## src/rtl/mem_arbiter.sv

```systemverilog
// Round-robin IFU/LSU arbiter onto one pmem path, one transaction in flight; accept->resp_valid >= 3 cycles.
// req_ready only in IDLE; request fields held until mem_req_ready; response held until resp_ready.
module mem_arbiter #(
    parameter int ADDR_W  = 32,
    parameter int DATA_W  = 32,
    parameter int TIMEOUT = 255
) (
    input  logic              clk,
    input  logic              rst,
    input  logic              ifu_req_valid,
    output logic              ifu_req_ready,
    input  logic [ADDR_W-1:0] ifu_addr,
    output logic              ifu_resp_valid,
    output logic [DATA_W-1:0] ifu_resp_data,
    output logic              ifu_resp_err,
    input  logic              ifu_resp_ready,
    input  logic              lsu_req_valid,
    output logic              lsu_req_ready,
    input  logic [ADDR_W-1:0] lsu_addr,
    input  logic              lsu_wen,
    input  logic [DATA_W-1:0] lsu_wdata,
    input  logic [2:0]        lsu_len,
    output logic              lsu_resp_valid,
    output logic [DATA_W-1:0] lsu_resp_data,
    output logic              lsu_resp_err,
    input  logic              lsu_resp_ready,
    output logic              mem_req_valid,
    input  logic              mem_req_ready,
    output logic [ADDR_W-1:0] mem_addr,
    output logic              mem_wen,
    output logic [DATA_W-1:0] mem_wdata,
    output logic [2:0]        mem_len,
    input  logic              mem_resp_valid,
    input  logic [DATA_W-1:0] mem_resp_data
);

    typedef enum logic [1:0] {IDLE, ISSUE, WAIT, RESP} state_t;

    typedef struct packed {
        logic [ADDR_W-1:0] addr;
        logic              wen;
        logic [DATA_W-1:0] wdata;
        logic [2:0]        len;
    } req_t;

    localparam logic        OWN_IFU    = 1'b0;
    localparam logic        OWN_LSU    = 1'b1;
    localparam int          CNT_W      = (TIMEOUT > 0) ? $clog2(TIMEOUT + 1) : 1;
    localparam int unsigned TO_LAST    = (TIMEOUT > 0) ? TIMEOUT - 1 : 0;
    localparam logic [CNT_W-1:0] CNT_LAST = CNT_W'(TO_LAST);

    state_t            state_q, state_d;
    req_t              req_q, req_d;
    logic              owner_q, owner_d;
    logic              last_grant_q, last_grant_d;
    logic [CNT_W-1:0]  cnt_q, cnt_d;
    logic [DATA_W-1:0] rdata_q, rdata_d;
    logic              rerr_q, rerr_d;
    logic              grant_lsu;
    logic              len_ok;

    // On a tie the requester that was not served last goes first.
    assign grant_lsu = lsu_req_valid && (!ifu_req_valid || last_grant_q == OWN_IFU);
    assign len_ok    = (lsu_len == 3'd1) || (lsu_len == 3'd2) || (lsu_len == 3'd4);

    always_comb begin
        state_d       = state_q;
        req_d         = req_q;
        owner_d       = owner_q;
        last_grant_d  = last_grant_q;
        cnt_d         = cnt_q;
        rdata_d       = rdata_q;
        rerr_d        = rerr_q;
        ifu_req_ready = 1'b0;
        lsu_req_ready = 1'b0;
        case (state_q)
            IDLE: begin
                if (ifu_req_valid || lsu_req_valid) begin
                    ifu_req_ready = !grant_lsu;
                    lsu_req_ready = grant_lsu;
                    owner_d       = grant_lsu ? OWN_LSU : OWN_IFU;
                    if (grant_lsu) begin
                        req_d.addr  = lsu_addr;
                        req_d.wen   = lsu_wen;
                        req_d.wdata = lsu_wdata;
                        req_d.len   = lsu_len;
                    end else begin
                        req_d.addr  = ifu_addr;
                        req_d.wen   = 1'b0;
                        req_d.wdata = '0;
                        req_d.len   = 3'd4;
                    end
                    if (grant_lsu && !len_ok) begin
                        rdata_d = '0;
                        rerr_d  = 1'b1;
                        state_d = RESP;
                    end else begin
                        state_d = ISSUE;
                    end
                end
            end
            ISSUE: begin
                if (mem_req_ready) begin
                    cnt_d   = '0;
                    state_d = WAIT;
                end
            end
            WAIT: begin
                if (cnt_q != '1) begin
                    cnt_d = cnt_q + 1'b1;
                end
                if (mem_resp_valid) begin
                    rdata_d = req_q.wen ? '0 : mem_resp_data;
                    rerr_d  = 1'b0;
                    state_d = RESP;
                end else if (TIMEOUT != 0 && cnt_q == CNT_LAST) begin
                    rdata_d = '0;
                    rerr_d  = 1'b1;
                    state_d = RESP;
                end
            end
            RESP: begin
                if (owner_q == OWN_LSU ? lsu_resp_ready : ifu_resp_ready) begin
                    last_grant_d = owner_q;
                    state_d      = IDLE;
                end
            end
            default: state_d = IDLE;
        endcase
    end

    always_ff @(posedge clk) begin
        if (rst) begin
            state_q      <= IDLE;
            req_q        <= '0;
            owner_q      <= OWN_IFU;
            last_grant_q <= OWN_LSU;
            cnt_q        <= '0;
            rdata_q      <= '0;
            rerr_q       <= 1'b0;
        end else begin
            state_q      <= state_d;
            req_q        <= req_d;
            owner_q      <= owner_d;
            last_grant_q <= last_grant_d;
            cnt_q        <= cnt_d;
            rdata_q      <= rdata_d;
            rerr_q       <= rerr_d;
        end
    end

    logic ifu_act, lsu_act;
    assign ifu_act = (state_q == RESP) && (owner_q == OWN_IFU);
    assign lsu_act = (state_q == RESP) && (owner_q == OWN_LSU);

    assign ifu_resp_valid = ifu_act;
    assign ifu_resp_data  = ifu_act ? rdata_q : '0;
    assign ifu_resp_err   = ifu_act & rerr_q;
    assign lsu_resp_valid = lsu_act;
    assign lsu_resp_data  = lsu_act ? rdata_q : '0;
    assign lsu_resp_err   = lsu_act & rerr_q;

    assign mem_req_valid = (state_q == ISSUE);
    assign mem_addr      = req_q.addr;
    assign mem_wen       = req_q.wen;
    assign mem_wdata     = req_q.wdata;
    assign mem_len       = req_q.len;

endmodule

```

## config.mk

```make
export PLATFORM = sky130hd
export DESIGN_NAME = mem_arbiter
export DESIGN_NICKNAME = d
export VERILOG_FILES = /design/src/rtl/mem_arbiter.sv
export SDC_FILE = /design/constraint.sdc
export NUM_CORES = 1
export LEC_CHECK = 0
export BUFFER_PORTS_ARGS = -buffer_cell sky130_fd_sc_hd__clkbuf_2
export CORE_MARGIN = 3
export CORE_UTILIZATION = 40
export CTS_BUF_LIST = sky130_fd_sc_hd__clkbuf_4 sky130_fd_sc_hd__clkbuf_8
export DETAILED_ROUTE_END_ITERATION = 10
export GPL_TIMING_DRIVEN = 0
export PLACE_DENSITY_LB_ADDON = 0.12
export SLEW_MARGIN = 20
export SYNTH_ARGS = -nofsm -noshare
export SYNTH_HDL_FRONTEND = slang
export SYNTH_SLANG_ARGS = --single-unit
```

## constraint.sdc

```tcl
create_clock -name clk -period 2.69 [get_ports clk]
set_input_delay 0.538 -clock clk [delete_from_list [all_inputs] [get_ports clk]]
set_output_delay 0.538 -clock clk [all_outputs]
set_load 0.03 [all_outputs]
```

After elaboration in Yosys (flattened, before gate mapping):

Cells that the tools add are included.

* register bits: 113
* input port bits: 140
* output and inout bits: 139
* word-level logic and storage cells: 78

* add/sub/neg operators: 1
* equality and inequality tests: 14
* muxes and demuxes: 30
* bitwise logic cells: 4
* reductions and logical operators: 19

Operator list (count)
* two-way mux 32 bit: 7
* two-way mux 68 bit: 1
* case mux 32 bit (2 select lines): 1
* two-way mux 8 bit: 2
* case mux 8 bit (2 select lines): 1
* two-way mux 2 bit: 6
* two-way mux 1 bit: 10
* adder 8 x 1 -> 8 bit (second input constant): 1
* equality test 8 bit (second input constant): 1
* != test 2 bit (second input constant): 4
* != test 8 bit (second input constant): 1
* case mux 2 bit (4 select lines): 1
* AND reduction 4 bit: 2
* equality test 2 bit (second input constant): 2
* logical AND 1 bit: 4
* logical OR 1 bit: 4
* AND reduction 2 bit: 2
* nonzero test 2 bit: 2
* equality test 3 x 1 -> 1 bit (second input constant): 1
* equality test 3 x 2 -> 1 bit (second input constant): 1
* equality test 3 bit (second input constant): 1
* zero test 1 bit: 3
* != test 3 bit (second input constant): 1
* AND reduction 3 bit: 1
* 6 further kinds: 8

Logic depth before layout (Yosys ltp):

Gate-level depths: netlist of the first run.

* depth in word-level cells: 8
* gate-level depth with buffers: 9

Least setup slack after synthesis of the first run:

No wires, ideal clock.

* kind: reg-to-output
* from: register state_q[0]
* to: output port ifu_resp_data[22]
* arrival: 1560 ps
* data required time: 2152 ps
* slack: 592 ps
* cell stages (with the launch flop): 5
* buffers on the path: 1
* cell sequence: dfxtp_1 ha_1 nor2b_1 clkbuf_1 and2_1

* word-level cells in the longest chain between the ends: 3

RTL lines
* from (decl): RTL line 52 `state_t state_q, state_d;`
* from (signal assigned): RTL line 142 `state_q <= state_d;`
* equality test 2 bit: RTL line 153 `assign ifu_act = (state_q == RESP) && (owner_q == OWN_IFU);`
* logical AND 1 bit: RTL line 153
* named net ifu_resp_valid: RTL line 13 `output logic ifu_resp_valid,`
* two-way mux 32 bit: RTL line 157 `assign ifu_resp_data = ifu_act ? rdata_q : '0;`
* to (decl): RTL line 14 `output logic [DATA_W-1:0] ifu_resp_data,`

The timed path passes the listed nets, and every way through them passes these cells.

Worst setup path in the final report of the first run:

* from: register state_q[0]
* to: output port ifu_req_ready

* word-level cells in the longest chain between the ends: 2

RTL lines
* zero test 2 bit: RTL line 76 `case (state_q)`
* two-way mux 1 bit: RTL line 76
* to (decl): RTL line 11 `output logic ifu_req_ready,`

Every way passes these cells.

==> metrics.txt, run 1 <==
outcome completed; Worst path slowest cell sky130_fd_sc_hd__dfxtp_1; distinct cell type count of the synthesized netlist 40; overflow left after global routing 0; clock transition at the registers of the reported paths 0.07 ns; Fin Hold WS 0.3330 ns; H-tree level count 4; hold violation count in the final report 0; NetSw roughly 2.4 mW; cell area after layout between 0.007 and 0.008 sq mm; number of buffers inserted by post-CTS setup repair 0; Layout Skew 0.01342 ns; relative slew slack 0.5713; Clk Latency, worst-skew pair ~0.43 ns; post-placement cell area between 0.006 and 0.007 sq mm; number of inserted diodes 0; via total after detailed routing 5137; hold wc startpoint mem_resp_data[14]; portion of the clock cycle consumed by the worst path in the final layout 0.9372; remaining antenna violation count 0; critical path capture point type output port; Critical Path Fanout Max 10; cell area after synthesis 0.004948 sq mm; ordered list of cells on the worst path inv_1, ha_1, buf_4, nand2_1, a21oi_4, buf_2, clkbuf_2; vias per std cell 5.046; number of buffers inserted during clock tree synthesis 17; antenna violations before repair 0; Int Pwr between 3 and 4 mW; number of cells on the worst hold path 3; max-slew violation count 0; DIE WIDTH about 120 um; Global Route Usage Sum 0.2292; type of origin of the critical path flop; average size of a mapped cell 9.063 sq um; post-synthesis sequential area ratio 0.4571; class of the worst hold path input pin to flop; number of buffer and inverter instances along the worst setup path 4; terminus of the critical flop-to-flop path mem_wen; vertical die dimension between 100 and 150 um; layout cells sized above 1 0.3899; Setup Viol. Count Final 0; number of search-and-repair iterations in the first detailed-routing pass 8; estimated wirelength of the detail-placed design about 13000 um; share of Yosys cell area claimed by the top area cell type 0.4571; hold worst-path end rdata_q[14]; Pleak ~3.4 nW; maximum number of pins on one net before global-route repair 17; total of max-cap violations 0; CTS tree done; gate count after technology mapping around 550; Syn Nets 692; Register-to-Register Setup Slack between 0.5 and 0.6 ns; number of buffers between clock root and the deepest sink 2; DIE AREA approximately 0.014 sq mm; gpl congestion 0.8664; final critical delay including setup and external delays 2.521 ns; Worst EP arrival 1.98 ns; area added between synthesis and finish 42.00%; critical setup path kind flop to output port; cell accounting for the most synthesized area sky130_fd_sc_hd__dfxtp_1; Design Power between 6 and 7 mW; startpoint of the worst-slack reg-to-reg timing path state_q[0]; I/O pin count 279; R2R depth 8; clock tree sinks 113; wire length of the first global-routing pass between 20000 and 25000 um; post-detailed-routing wire length between 15000 and 20000 um; quantity of I/O buffers inserted on ports about 280; cells taking the most area after synthesis sky130_fd_sc_hd__dfxtp_1, sky130_fd_sc_hd__mux2i_1, sky130_fd_sc_hd__a222oi_1, sky130_fd_sc_hd__nor2_1, sky130_fd_sc_hd__a22oi_1; Switching Share 0.3813; dominant delay contributor by cell family on the critical path buffers and inverters; total of warnings raised by yosys 0; root buffer cell sky130_fd_sc_hd__clkbuf_8; required time reported for the critical path endpoint ~2.2 ns; RSZ-0062 raised after global routing true; Initial Utilization 0.4208; Clk network pwr share 0.297; maximum clock frequency between 300 and 400 MHz; count of unresolved DRC violations after routing 0; slew at the pin closest to its max-slew limit about 0.64 ns; fraction of power consumed by sequential logic 0.329; vias in the first global route around 5000; IR Drop Worst-Case VDD 0.4805 mV; power density over cell area ~890 mW/mm^2; Total Nets Final around 1000; post-detailed-route wirelength per cell ~16 um; Fillers 1062; DRC violation total after the first TritonRoute iteration 313; share of total power in combinational logic 0.374; critical path's largest stage delay ~0.34 ns; number of cell rows 39; flip-flop and latch count after synthesis approximately 110; core footprint between 0.01 and 0.015 sq mm
[repair_timing]
action	in CTS	in global routing
resized for setup	4	9
setup endpoints to repair	36	21
hold buffers	0	0
[power by group through the flow]
stage	combinational, mW	clock [mW]	sequential, mW
final	2.34	1.86	2.06
after global routing	2.56	1.97	2.09
after CTS	2.34	1.89	2.06
after detailed placement	2.34	0	2.08
after global placement	2.28	0	2.08
after floorplan	1.30	0	2.43
[flip-flops by register name, indices dropped and copies added (netlist names)]
signal	cells
mem_len	3
last_grant_q	1
mem_addr	32
rdata_q	32
owner_q	1
state_q	2
mem_wdata	32
rerr_q	1
cnt_q	8
mem_wen	1
[worst max-delay path by stage]
stage,endpoint,cells after the start,start,slack [ns]
after detailed placement,ifu_req_ready,7,state_q[0],0.20
final,ifu_req_ready,7,state_q[0],0.17
after floorplan,ifu_resp_data[22],4,state_q[0],0.59
after global placement,ifu_req_ready,7,state_q[0],0.24
after global routing,ifu_req_ready,7,state_q[0],-0.02
after CTS,ifu_req_ready,7,state_q[0],0.04
[stage by stage]
step | setup slack (ns) | std cells | util | TNS, ns
after global placement | 0.2443 | 987 | 0.5561 | 0
after CTS | 0.04401 | 1018 | 0.5961 | 0
after detailed placement | 0.1976 | 987 | 0.5561 | 0
after floorplan | 0.5919 | 546 | - | 0
after global routing | -0.02017 | 1018 | 0.5975 | -0.02017
final | 0.1690 | 1018 | 0.5975 | 0
[layer usage]
metal,share of wire,track usage,vias to the layer above,routed length (um)
met5,0,0,-,0
met4,0.020,0.08486,0,329
met3,0.091,0.08329,26,1481
met2,0.49,0.3918,234,7883
met1,0.40,0.2621,2353,6534
li1,-,-,2524,-
[cells in the mapped netlist, drive strengths merged]
cell type and number:
a211oi 2, a21oi 7, a222oi 32, a22oi 35, a311o 1, a31o 1, a31oi 2, a41oi 1
and2 36, and3 34, and4 1, and4bb 1, buf 11, clkbuf 37, dfxtp 113, ha 6
inv 8, mux2i 36, nand2 43, nand2b 32, nand3 4, nand4 1, nor2 78, nor2b 3
nor3 4, nor3b 1, o21a 2, o21ai 4, o21bai 2, o22ai 3, or2 1, xnor2 1
xor2 3
[final cells by class]
type,instances,area [sq um],share of cell area
Inverter,8,30.03,0.004274
Clock inverter,13,210.2,0.02991
Tap cell,164,205.2,0.02920
Sequential cell,113,2262,0.3219
Buffer,47,250.2,0.03561
Clock buffer,19,255.2,0.03632
Timing Repair Buffer,277,1386,0.1973
Multi-Input combinational cell,377,2427,0.3454
[worst register-to-register path: stages, from the launching register on]
cell and delay [ns]:
sky130_fd_sc_hd__dfxtp_1 0.38, sky130_fd_sc_hd__inv_1 0.10, sky130_fd_sc_hd__ha_1 0.20, sky130_fd_sc_hd__buf_4 0.15, sky130_fd_sc_hd__o21ai_1 0.35, sky130_fd_sc_hd__clkbuf_1 0.42, sky130_fd_sc_hd__buf_2 0.30, sky130_fd_sc_hd__a22oi_1 0.10
sky130_fd_sc_hd__nor2_1 0.10
[logic make-up after synthesis]
group	Yosys count	synth area share
flip-flops	113	0.4571
XOR/XNOR	4	0.007081
AO/OA/AOI/OAI	92	0.1499
multiplexers	36	0.07282
AND/OR/NAND/NOR	239	0.2417
buffers and inverters	56	0.05613
adder cells (fa/ha/maj)	6	0.01517
[layout by cell type (no fill, tap or decap), types with 3 or more instances in the layout]
| master | Yosys | layout |
|---|---|---|
| sky130_fd_sc_hd__and2_1 | 34 | 34 |
| sky130_fd_sc_hd__a21oi_1 | 7 | 6 |
| sky130_fd_sc_hd__a22oi_1 | 35 | 35 |
| sky130_fd_sc_hd__ha_1 | 6 | 6 |
| sky130_fd_sc_hd__nor3_1 | 4 | 4 |
| sky130_fd_sc_hd__and3_1 | 34 | 34 |
| sky130_fd_sc_hd__a222oi_1 | 32 | 32 |
| sky130_fd_sc_hd__buf_2 | 6 | 7 |
| sky130_fd_sc_hd__clkbuf_1 | 37 | 31 |
| sky130_fd_sc_hd__mux2i_1 | 36 | 36 |
| sky130_fd_sc_hd__nand3_1 | 4 | 4 |
| sky130_fd_sc_hd__dfxtp_1 | 113 | 113 |
| sky130_fd_sc_hd__clkbuf_2 | 0 | 281 |
| sky130_fd_sc_hd__nor2_1 | 78 | 78 |
| sky130_fd_sc_hd__xor2_1 | 3 | 3 |
| sky130_fd_sc_hd__inv_1 | 7 | 7 |
| sky130_fd_sc_hd__buf_12 | 3 | 3 |
| sky130_fd_sc_hd__bufinv_16 | 0 | 5 |
| sky130_fd_sc_hd__nand2_1 | 43 | 43 |
| sky130_fd_sc_hd__o22ai_1 | 3 | 3 |
| sky130_fd_sc_hd__nand2b_1 | 32 | 32 |
| sky130_fd_sc_hd__o21ai_0 | 3 | 3 |
| sky130_fd_sc_hd__clkinv_4 | 0 | 4 |
| sky130_fd_sc_hd__clkbuf_8 | 0 | 18 |
Power figures use the tool's default switching activity.
==> run 2, diff against run 1 <==
Settings changed: REMOVE_ABC_BUFFERS from default to 1.
==> metrics.txt, run 2 (synthesis gave the netlist of run 1 again) <==
total of max-cap violations 0 (unchanged); via total after detailed routing 5017 (-2.3%); required time reported for the critical path endpoint 2.15 ns (about the same); R2R depth 7 (-1); final critical delay including setup and external delays 2.573 ns (+0.05181 ns); Global Route Usage Sum 0.2266 (-0.002582); RSZ-0062 raised after global routing false; slew at the pin closest to its max-slew limit 0.8638 ns (+0.2250 ns); commonest non-fill, non-tap cell in the layout sky130_fd_sc_hd__clkbuf_2; routed length on met1 6073 um (-7.1%); number of buffers added to fix hold violations after cts 0 (unchanged); max-slew violation count 0 (unchanged); vias in the first global route 4738 (-5.4%); Design Power 6.157 mW (-1.7%); number of buffers inserted during clock tree synthesis 17 (unchanged); number of inserted diodes 0 (unchanged); remaining antenna violation count 0 (unchanged); Worst EP arrival 2.03 ns (+0.05 ns); post-detailed-route wirelength per cell 16.23 um (+1.8%); number of cells on the worst hold path 3 (unchanged); hold violation count in the final report 0 (unchanged); maximum clock frequency 388.7 MHz (-2.0%); H-tree level count 4 (unchanged); Register-to-Register Setup Slack 0.62 ns (+0.07 ns); number of search-and-repair iterations in the first detailed-routing pass 8 (unchanged); layout cells sized above 1 0.4103 (+0.02033); area of the multi-input gates 0.002481 sq mm (+2.2%); overflow left after global routing 0 (unchanged); critical setup path kind flop to output port; type of origin of the critical path flop; estimated wirelength of the detail-placed design 11520 um (-8.5%); vias per std cell 5.104 (+1.1%); Routed met2 length 8105 um (+2.8%); hold worst-path end rdata_q[12]; topmost layer with routed signal wires met4; Initial Utilization 0.4208 (unchanged); Critical Path Fanout Max 25 (+15); startpoint of the worst-slack reg-to-reg timing path state_q[1]; CTS tree done; outcome completed; DRC violation total after the first TritonRoute iteration 366 (+17%); aggregate negative setup slack 0 ns (unchanged); Clk Latency, worst-skew pair 0.43 ns (about the same); count of unresolved DRC violations after routing 0 (unchanged); Worst path slowest cell sky130_fd_sc_hd__dfxtp_1; number of buffers between clock root and the deepest sink 2 (unchanged); ordered list of cells on the worst path ha_4, nor2b_4, buf_8, and2_1, clkbuf_2; core footprint 0.01176 sq mm (unchanged); power density over cell area 882.1 mW/mm^2 (-1.0%); clock tree sinks 113 (unchanged); post-placement cell area 0.006460 sq mm (-1.2%); Detail Route met3 WL 1379 um (-6.9%); Setup Viol. Count Final 0 (unchanged); DIE AREA 0.01374 sq mm (unchanged); gpl congestion 0.8083 (-6.7%); vertical die dimension 117.2 um (unchanged); critical path capture point type output port; number of cell rows 39 (unchanged); cell area after layout 0.006979 sq mm (-0.68%); Pleak 3.323 nW (-1.5%); hold wc startpoint mem_resp_data[12]; terminus of the critical flop-to-flop path rdata_q[7]; antenna violations before repair 0 (unchanged); I/O pin count 279 (unchanged); IR Drop Worst-Case VDD 0.5422 mV (+13%); critical path's largest stage delay 0.41 ns (+0.07 ns); area added between synthesis and finish 41.04%; post-detailed-routing wire length 15960 um (-1.7%); quantity of I/O buffers inserted on ports 278 (+0.36%); maximum number of pins on one net before global-route repair 66 (+49); portion of the clock cycle consumed by the worst path in the final layout 0.9564 (+0.01926); Fillers 1031 (-2.9%); clock transition at the registers of the reported paths 0.07 ns (about the same); relative slew slack 0.4242 (-0.1471); wire length of the first global-routing pass 23940 um (-2.5%); Total Nets Final 952 (-3.5%); class of the worst hold path input pin to flop; total area of sequential cells 0.002263 sq mm (about the same); root buffer cell sky130_fd_sc_hd__clkbuf_8; Layout Skew 0.007593 ns (-0.005827 ns); DIE WIDTH 117.2 um (unchanged); commonest cells after routing, fill and taps aside sky130_fd_sc_hd__clkbuf_2, sky130_fd_sc_hd__dfxtp_1, sky130_fd_sc_hd__nor2_1
-- run 2: cell count changes in the layout (fill, tap and decap cells not counted), moves of 2 or more --
cell,before,now
sky130_fd_sc_hd__clkinvlp_4,2,4
sky130_fd_sc_hd__clkbuf_2,281,277
sky130_fd_sc_hd__buf_16,0,2
sky130_fd_sc_hd__clkbuf_1,31,0
sky130_fd_sc_hd__buf_2,7,0
sky130_fd_sc_hd__ha_1,6,4
-- run 2: power by group --
part	switching [mW]	leakage, nW	internal, mW
Clock	0.712	0.204	0.962
Combinational	1.52	2.20	0.881
Sequential	0.174	0.920	1.91
-- run 2: metal layers --
layer  track usage  vias to the layer above
li1              -                     2459
met1        0.2474                     2308
met2        0.4035                      222
met3       0.07095                       28
met4       0.09633                        0
met5             0                        -
-- run 2: how the worst max path moves through the flow --
stage | from | endpoint
2_1_floorplan | ifu_req_valid | mem_len[2]
3_3_place_gp | rst | rdata_q[25]
3_5_place_dp | state_q[0] | ifu_resp_data[1]
4_1_cts | state_q[1] | lsu_req_ready
5_1_grt | state_q[1] | ifu_resp_data[15]
6_report | state_q[1] | ifu_resp_data[1]
-- run 2: stage by stage --
stage	setup slack [ns]	utilization	instances	hold slack, ns
2_1_floorplan	-0.5619	-	498	0.4462
3_3_place_gp	-2.624	0.5355	940	0.4652
3_5_place_dp	-0.2219	0.5493	947	0.4734
4_1_cts	0.01240	0.5933	983	0.2917
5_1_grt	0.003469	0.5935	983	0.2995
6_report	0.1172	0.5935	983	0.3262
-- run 2: critical path, delay by kind of cell, from the launching register on --
family        cells  cell delay [ns]
fa+ha+maj         1             0.30
buf+inv           2             0.40
flops             1             0.41
simple gates      2             0.47
-- run 2: repair_timing --
item,in CTS,in global routing
cloned,2,0
buffers inserted,2,0
resized for setup,10,1
endpoints found under the setup margin,70,1
pin swaps,1,0
-- run 2: final cells by class --
cell class / count / area share
Inverter: 8 / 0.008067
Tap cell: 164 / 0.02940
Sequential cell: 113 / 0.3243
Clock inverter: 13 / 0.02313
Clock buffer: 19 / 0.03747
Timing Repair Buffer: 287 / 0.2209
Multi-Input combinational cell: 378 / 0.3555
Timing Repair inverter: 1 / 0.001255
